[config.mk]
export PLATFORM = sky130hd
export DESIGN_NAME = morse_digit_player
export DESIGN_NICKNAME = d
export VERILOG_FILES = /design/src/rtl/morse_digit_player.sv
export SDC_FILE = /design/constraint.sdc
export NUM_CORES = 1
export LEC_CHECK = 0
export CORE_UTILIZATION = 59
export CTS_BUF_LIST = sky130_fd_sc_hd__clkbuf_16
export CTS_CLUSTER_DIAMETER = 30
export CTS_CLUSTER_SIZE = 12
export DETAILED_ROUTE_END_ITERATION = 6
export PLACE_DENSITY = 0.83
export SETUP_SLACK_MARGIN = 0.05
export SLEW_MARGIN = 15
export SYNTH_ARGS = -nofsm -noshare
export SYNTH_HDL_FRONTEND = slang
export SYNTH_SLANG_ARGS = --single-unit
[constraint.sdc]
create_clock -name clk -period 3.22 [get_ports clk]
set_input_delay 0.966 -clock clk [delete_from_list [all_inputs] [get_ports clk]]
set_output_delay 0.966 -clock clk [all_outputs]
set_load 0.03 [all_outputs]
[src/rtl/morse_digit_player.sv]
// Purpose : plays one BCD digit (0-9) as International Morse code on a single tone line.
// Latency : tone rises the cycle after start is accepted; done pulses T*UNIT_CYCLES cycles later.
// Backpressure: start is only accepted while busy=0; while busy it is ignored (no queueing).
//
// Ports:
//   clk      - system clock, all state on rising edge
//   reset    - synchronous, active-high; aborts playback with no done pulse
//   start    - playback request, sampled only when idle
//   digit    - BCD digit, latched on the accepting edge; >= 10 is rejected via err
//   tone     - 1 = mark (LED/buzzer on)
//   busy     - playback in progress (mark, space or trailing gap)
//   done     - one-cycle pulse in the first idle cycle after the trailing gap
//   err      - one-cycle pulse after a start with an invalid digit
//   sym_idx  - element being played (0..4), held at 4 during the gap, 0 when idle
module morse_digit_player #(
    parameter int UNIT_CYCLES = 12_500_000
) (
    input  logic       clk,
    input  logic       reset,
    input  logic       start,
    input  logic [3:0] digit,
    output logic       tone,
    output logic       busy,
    output logic       done,
    output logic       err,
    output logic [2:0] sym_idx
);

    // One counter times every phase; the longest phase is 3 units.
    localparam int CW = $clog2(3 * UNIT_CYCLES);
    localparam logic [CW-1:0] UNIT_LAST   = CW'(UNIT_CYCLES - 1);
    localparam logic [CW-1:0] TRIPLE_LAST = CW'(3 * UNIT_CYCLES - 1);

    typedef enum logic [1:0] {
        S_IDLE,
        S_MARK,
        S_SPACE,
        S_GAP
    } state_t;

    state_t          state, state_nxt;
    logic [CW-1:0]   cnt, cnt_nxt;
    logic [3:0]      dig_q, dig_nxt;
    logic [2:0]      idx_q, idx_nxt;
    logic            done_q, done_nxt;
    logic            err_q, err_nxt;
    logic [CW-1:0]   mark_last;

    // Element i of digit d is a dash?
    //   0     : all dashes
    //   1..5  : d dots then dashes
    //   6..9  : (d-5) dashes then dots
    function automatic logic is_dash(input logic [3:0] d, input logic [2:0] i);
        logic [3:0] iw;
        iw = {1'b0, i};
        if (d == 4'd0)
            return 1'b1;
        else if (d <= 4'd5)
            return (iw >= d);
        else
            return (iw < (d - 4'd5));
    endfunction

    always_ff @(posedge clk) begin
        if (reset) begin
            state  <= S_IDLE;
            cnt    <= '0;
            dig_q  <= '0;
            idx_q  <= '0;
            done_q <= 1'b0;
            err_q  <= 1'b0;
        end else begin
            state  <= state_nxt;
            cnt    <= cnt_nxt;
            dig_q  <= dig_nxt;
            idx_q  <= idx_nxt;
            done_q <= done_nxt;
            err_q  <= err_nxt;
        end
    end

    always_comb begin
        state_nxt = state;
        cnt_nxt   = cnt;
        dig_nxt   = dig_q;
        idx_nxt   = idx_q;
        done_nxt  = 1'b0;
        err_nxt   = 1'b0;
        mark_last = is_dash(dig_q, idx_q) ? TRIPLE_LAST : UNIT_LAST;

        case (state)
            S_IDLE: begin
                if (start) begin
                    if (digit < 4'd10) begin
                        // Counter restarts here so units are phase-aligned to the start.
                        state_nxt = S_MARK;
                        dig_nxt   = digit;
                        idx_nxt   = 3'd0;
                        cnt_nxt   = '0;
                    end else begin
                        err_nxt = 1'b1;
                    end
                end
            end
            S_MARK: begin
                if (cnt == mark_last) begin
                    cnt_nxt   = '0;
                    state_nxt = (idx_q == 3'd4) ? S_GAP : S_SPACE;
                end else begin
                    cnt_nxt = cnt + CW'(1);
                end
            end
            S_SPACE: begin
                if (cnt == UNIT_LAST) begin
                    cnt_nxt   = '0;
                    idx_nxt   = idx_q + 3'd1;
                    state_nxt = S_MARK;
                end else begin
                    cnt_nxt = cnt + CW'(1);
                end
            end
            S_GAP: begin
                if (cnt == TRIPLE_LAST) begin
                    cnt_nxt   = '0;
                    idx_nxt   = 3'd0;
                    state_nxt = S_IDLE;
                    done_nxt  = 1'b1;
                end else begin
                    cnt_nxt = cnt + CW'(1);
                end
            end
            default: begin
                state_nxt = S_IDLE;
                cnt_nxt   = '0;
                idx_nxt   = 3'd0;
            end
        endcase
    end

    // Outputs depend only on registered state, so they are glitch-free.
    assign tone    = (state == S_MARK);
    assign busy    = (state != S_IDLE);
    assign done    = done_q;
    assign err     = err_q;
    assign sym_idx = idx_q;

endmodule

# Yosys cells after proc, flatten, opt, wreduce, memory -nomap -nowiden
# Cells that the tools add are included.
dict set report classes {
  eq_ne 12
  reduce_logical 10
  n_bitwise 3
  magnitude_cmp 4
  n_addsub 3
  mux 23
}
# cell n
set op_table {}
lappend op_table {{two-way mux 26 bit} 6}
lappend op_table {{case mux 26 bit (4 select lines)} 1}
lappend op_table {{adder 26 x 1 -> 26 bit, second input constant} 1}
lappend op_table {{equality test 26 x 24 -> 1 bit, second input constant} 1}
lappend op_table {{equality test 26 bit} 1}
lappend op_table {{equality test 26 bit, second input constant} 1}
lappend op_table {{two-way mux 3 bit} 4}
lappend op_table {{two-way mux 2 bit} 5}
lappend op_table {{AND reduction 5 bit} 2}
lappend op_table {{case mux 3 bit (3 select lines)} 1}
lappend op_table {{inequality test 2 bit, second input constant} 4}
lappend op_table {{case mux 2 bit (4 select lines)} 1}
lappend op_table {{two-way mux 1 bit} 5}
lappend op_table {{equality test 2 bit, second input constant} 2}
lappend op_table {{>= comparator 3 x 4 -> 1 bit} 1}
lappend op_table {{less-or-equal comparator 4 x 3 -> 1 bit, second input constant} 1}
lappend op_table {{zero test 4 bit} 1}
lappend op_table {{< comparator 3 x 4 -> 1 bit} 1}
lappend op_table {{< comparator 4 bit, second input constant} 1}
lappend op_table {{subtractor 4 x 3 -> 4 bit, second input constant} 1}
lappend op_table {{adder 3 x 1 -> 3 bit, second input constant} 1}
lappend op_table {{equality test 3 bit, second input constant} 1}
lappend op_table {{NOT 1 bit} 3}
lappend op_table {{AND reduction 3 bit} 1}
lappend op_table {{8 further kinds} 8}
dict set report totals {
  output_inout_bits 7
  ff_bits 37
  inputBits 7
  wordCells 61
}

# Longest topological paths before layout
dict set report depth {
  depth_word 8
  depth_mapped 11
  mapped_depth_nobuf 9
}

# Worst setup path before layout
# No wires, ideal clock.
dict set report synth_timing {
  path_type {reg2reg}
  startpoint {register dig_q[0]}
  endpoint {register cnt[10]}
  path_stages_with_launch 11
  arrival_ps 2495
  slack_ps 592
  period_less_slack_ps 2628
  setup_time_ps 134
  n_path_buf 1
  required_ps 3086
  path_cell_list {dfxtp_1 > inv_1 > ha_1 > ha_1 > nor2b_1 > o21a_1 > o22ai_1 > a211oi_2 > clkbuf_1 > o311ai_1 > o211ai_1}
}
dict set report synth_via {
  elab_chain_len 8
  word_cells_on_any_way 11
  cone_classes {1 x add/sub; 3 x order compare; 1 x eq/ne; 5 x mux; 1 x reduce/logical}
}
# item line_no
set synth_lines {}
lappend synth_lines {{from (decl)} 43} ;# logic [3:0] dig_q, dig_nxt;
lappend synth_lines {{from (signal assigned)} 75} ;# dig_q <= dig_nxt;
lappend synth_lines {{subtractor 4 x 3 -> 4 bit} 61} ;# return (iw < (d - 4'd5));
lappend synth_lines {{< comparator 3 x 4 -> 1 bit} 61}
lappend synth_lines {{two-way mux 1 bit} 58} ;# else if (d <= 4'd5)
lappend synth_lines {{two-way mux 1 bit (*)} 56} ;# if (d == 4'd0)
lappend synth_lines {{two-way mux 26 bit (*)} 89} ;# mark_last = is_dash(dig_q, idx_q) ? TRIPLE_LAST : UNIT_LAST;
lappend synth_lines {{equality test 26 bit (*)} 106} ;# if (cnt == mark_last) begin
lappend synth_lines {{two-way mux 26 bit (*)} 106}
lappend synth_lines {{case mux 26 bit (4 select lines) (*)} 91} ;# case (state)
lappend synth_lines {{to (signal assigned)} 74} ;# cnt <= cnt_nxt;
lappend synth_lines {{to (decl)} 42} ;# logic [CW-1:0] cnt, cnt_nxt;
# Every way passes the cells marked *; elsewhere a longest branch is shown, timed or not.
# A chain may end at the register's enable or synchronous reset.

# Worst setup path after layout
dict set report layout_timing {
  startpoint {register state[0]}
  endpoint {output busy}
}
dict set report layout_via {
  elab_chain_len 1
}
# item line_no
set layout_lines {}
lappend layout_lines {{from (decl)} 41} ;# state_t state, state_nxt;
lappend layout_lines {{from (signal assigned)} 73} ;# state <= state_nxt;
lappend layout_lines {{nonzero test 2 bit} 142} ;# assign busy = (state != S_IDLE);
lappend layout_lines {{to (decl)} 23} ;# output logic busy,
# Every way passes these cells.

==> metrics.txt <==
status finished, final reports clean; ys async rst share 0; Die X-Extent 65.6 um; Sink Count 37; number of diodes 0; Post-Synthesis Cell Area 0.00239 mm^2; path depth of the worst reg2reg path 10; detailed placement HPWL 4.26 mm; f_max 350 MHz; RR Startpoint dig_q[0]; row cnt 22; CORE AREA 0.00377 mm^2; CTS tree built; top_reg_cell synth dfxtp_1; clock skew 4.03 ps; CTS Buf Count 5; Synth cell types 55; r2r setup slk 460 ps; Vias 2,394; Hold Path Depth 2; nature of the critical path endpoint output pin; final count of pins violating max slew 0; pin count of the biggest net entering global routing 26; final hold vios 0; WL per Instance 17.2 um; post-CTS setup buffer count 0; die area 0.00430 mm^2; initial antenna violation count 0; post_cts resized 0; vias per std cell 6.63; Clock transition at path regs 60 ps; hold buffers post-CTS 0; clock root cell clkbuf_16; share of cells above drive strength 1 0.0831; slew of the pin with the lowest slew margin 1100 ps; fin cells 361; Synth area leaders dfxtp_1 31%, ha_1 6.3%, nand3_1 5.2%, nand2_1 4.4%, nor2_1 3.9%; Final Util 0.723; DR pass1 iterations 4; Final Cycle Share 0.888; Initial Util 0.633; Tmin final 2860 ps; cell taking the most area after synthesis dfxtp_1; post-synthesis cell count 301; setup TNS 0 ps; Power per Cell Area 416 mW/mm^2; first-pass GRT wire length 10.2 mm; R2R Path End cnt[23]; Seq/Total Area, Yosys 0.310; Overflow after GRT 0; worst hold start cnt[0]; number of global-route vias before repair 2,253; met1 Use GR 0.408; Ys Warns 0; Mapped Nets 320; Buffers on Ports 13; placed standard-cell area 0.00257 mm^2; Final Cell Area 0.00273 mm^2; Max-slew headroom 0.263; Post-synth EDFFs 0; crit path DAT 1890 ps; RSZ-0062 raised after global routing no; WS Path Type flop to output pin; peak fanout along the critical path 11; clock tree buffer depth 2; htree depth 2; Worst Setup Start Kind flop; Residual DRC 0; Initial DRC Count 171; met3 usage 0.0469; CP required 2250 ps; GRT Overall Usage 0.308; DRT Wirelength 6.23 mm; Area Growth Syn to Fin 14.3%; ANT nets after route 0; clk_lat worst skew 280 ps; Hold EP cnt[0]; Design Power 1140 uW; Pleak 0.000948 uW; met2 Track Usage GR 0.499; routability cong. 0.889; Die H 65.6 um; Max-Cap Viols 0; Worst IR Drop VDD 398 uV; Top Usage Layer GRT met2; critical path launch point state[0]; top-area cell type share of the netlist area 0.310; Synth Area per Inst 7.93 um^2; Final Setup Violations 0; placed cells 354; min-delay worst type flop to flop; # IOs 14; nets@finish 332; post-synthesis register bit count 37
synthesized netlist by cell type (all sizes together), types with 4 or more instances:
| library cell | number |
|---|---|
| dfxtp | 37 |
| a21oi | 17 |
| nor4 | 8 |
| nor2 | 25 |
| o311ai | 14 |
| nand2 | 28 |
| inv | 13 |
| o211ai | 9 |
| nand4 | 6 |
| nand3 | 25 |
| o21ai | 19 |
| buf | 4 |
| o21a | 4 |
| nor3 | 14 |
| mux2i | 4 |
| and3 | 7 |
| ha | 12 |
| clkbuf | 14 |
worst max-delay path by stage:
stage,to,slack [ps],depth (start not counted)
after floorplan,cnt[10],590,10
after global placement,cnt[24],360,7
after detailed placement,cnt[24],300,7
after CTS,busy,390,3
after global routing,busy,290,3
final,busy,360,3
worst max-delay path: stages, from the launching register on:
cell,delay (ps)
dfxtp_1,530
nor2_1,100
inv_1,250
clkdlybuf4s50_1,730
logic make-up (layout without fill, tap and decap cells):
group	Yosys count	count (layout)	synth area share
simple gates	131	131	0.294
xor+xnor	1	1	0.00367
flops	37	37	0.310
mux	4	4	0.0168
compound gates	85	85	0.257
buf+inv	31	43	0.0556
fa+ha+maj	12	12	0.0629
report_power, final:
part	internal (uW)	switching, uW	leakage (uW)
clock network	359	185	0.0000797
registers	464	8.12	0.000299
logic	42.8	76.5	0.000570
total	866	270	0.000948
area by class of cell:
cell class,count,area [um^2]
Clock buffer,5,125
Clock inverter,2,35.0
Fill cell,295,1040
Inverter,13,48.8
Multi-Input combinational cell,233,1510
Sequential cell,37,741
Tap cell,48,60.1
Timing Repair Buffer,23,205
cells in the final DEF (no fill, tap or decap), types with 3 or more instances in the layout:
| cell | Yosys | final |
|---|---|---|
| nor4_1 | 7 | 7 |
| a21oi_1 | 16 | 16 |
| o211ai_1 | 9 | 9 |
| o21a_1 | 4 | 4 |
| clkbuf_16 | 0 | 5 |
| nand3_1 | 25 | 25 |
| inv_1 | 13 | 13 |
| o21ai_0 | 17 | 17 |
| nand2_1 | 28 | 28 |
| a2111oi_0 | 3 | 3 |
| nor2_1 | 25 | 25 |
| and2_1 | 3 | 3 |
| nor3_1 | 13 | 13 |
| o311ai_1 | 10 | 10 |
| and4_1 | 3 | 3 |
| mux2i_1 | 4 | 4 |
| clkdlybuf4s50_1 | 0 | 13 |
| dfxtp_1 | 37 | 37 |
| buf_4 | 0 | 10 |
| and3_1 | 7 | 7 |
| nand4_1 | 5 | 5 |
| ha_1 | 12 | 12 |
registers in the layout, indices dropped and copies added, names as in the netlist:
register and count:
cnt 26, dig_q 4, sym_idx 3, state 2
done 1, err 1
layer usage:
metal | vias up | wire, um
met1 | 1132 | 2760
li1 | 1169 | -
met3 | 10 | 435
met5 | - | 0
met4 | 0 | 65
met2 | 83 | 2970
through the flow:
stage,setup WS (ps),hold slack (ps)
floorplan,592,459
detailed placement,299,491
global placement,362,479
finish,361,499
CTS,392,498
global route,291,530
No activity file was read; power rests on OpenSTA's default activity.
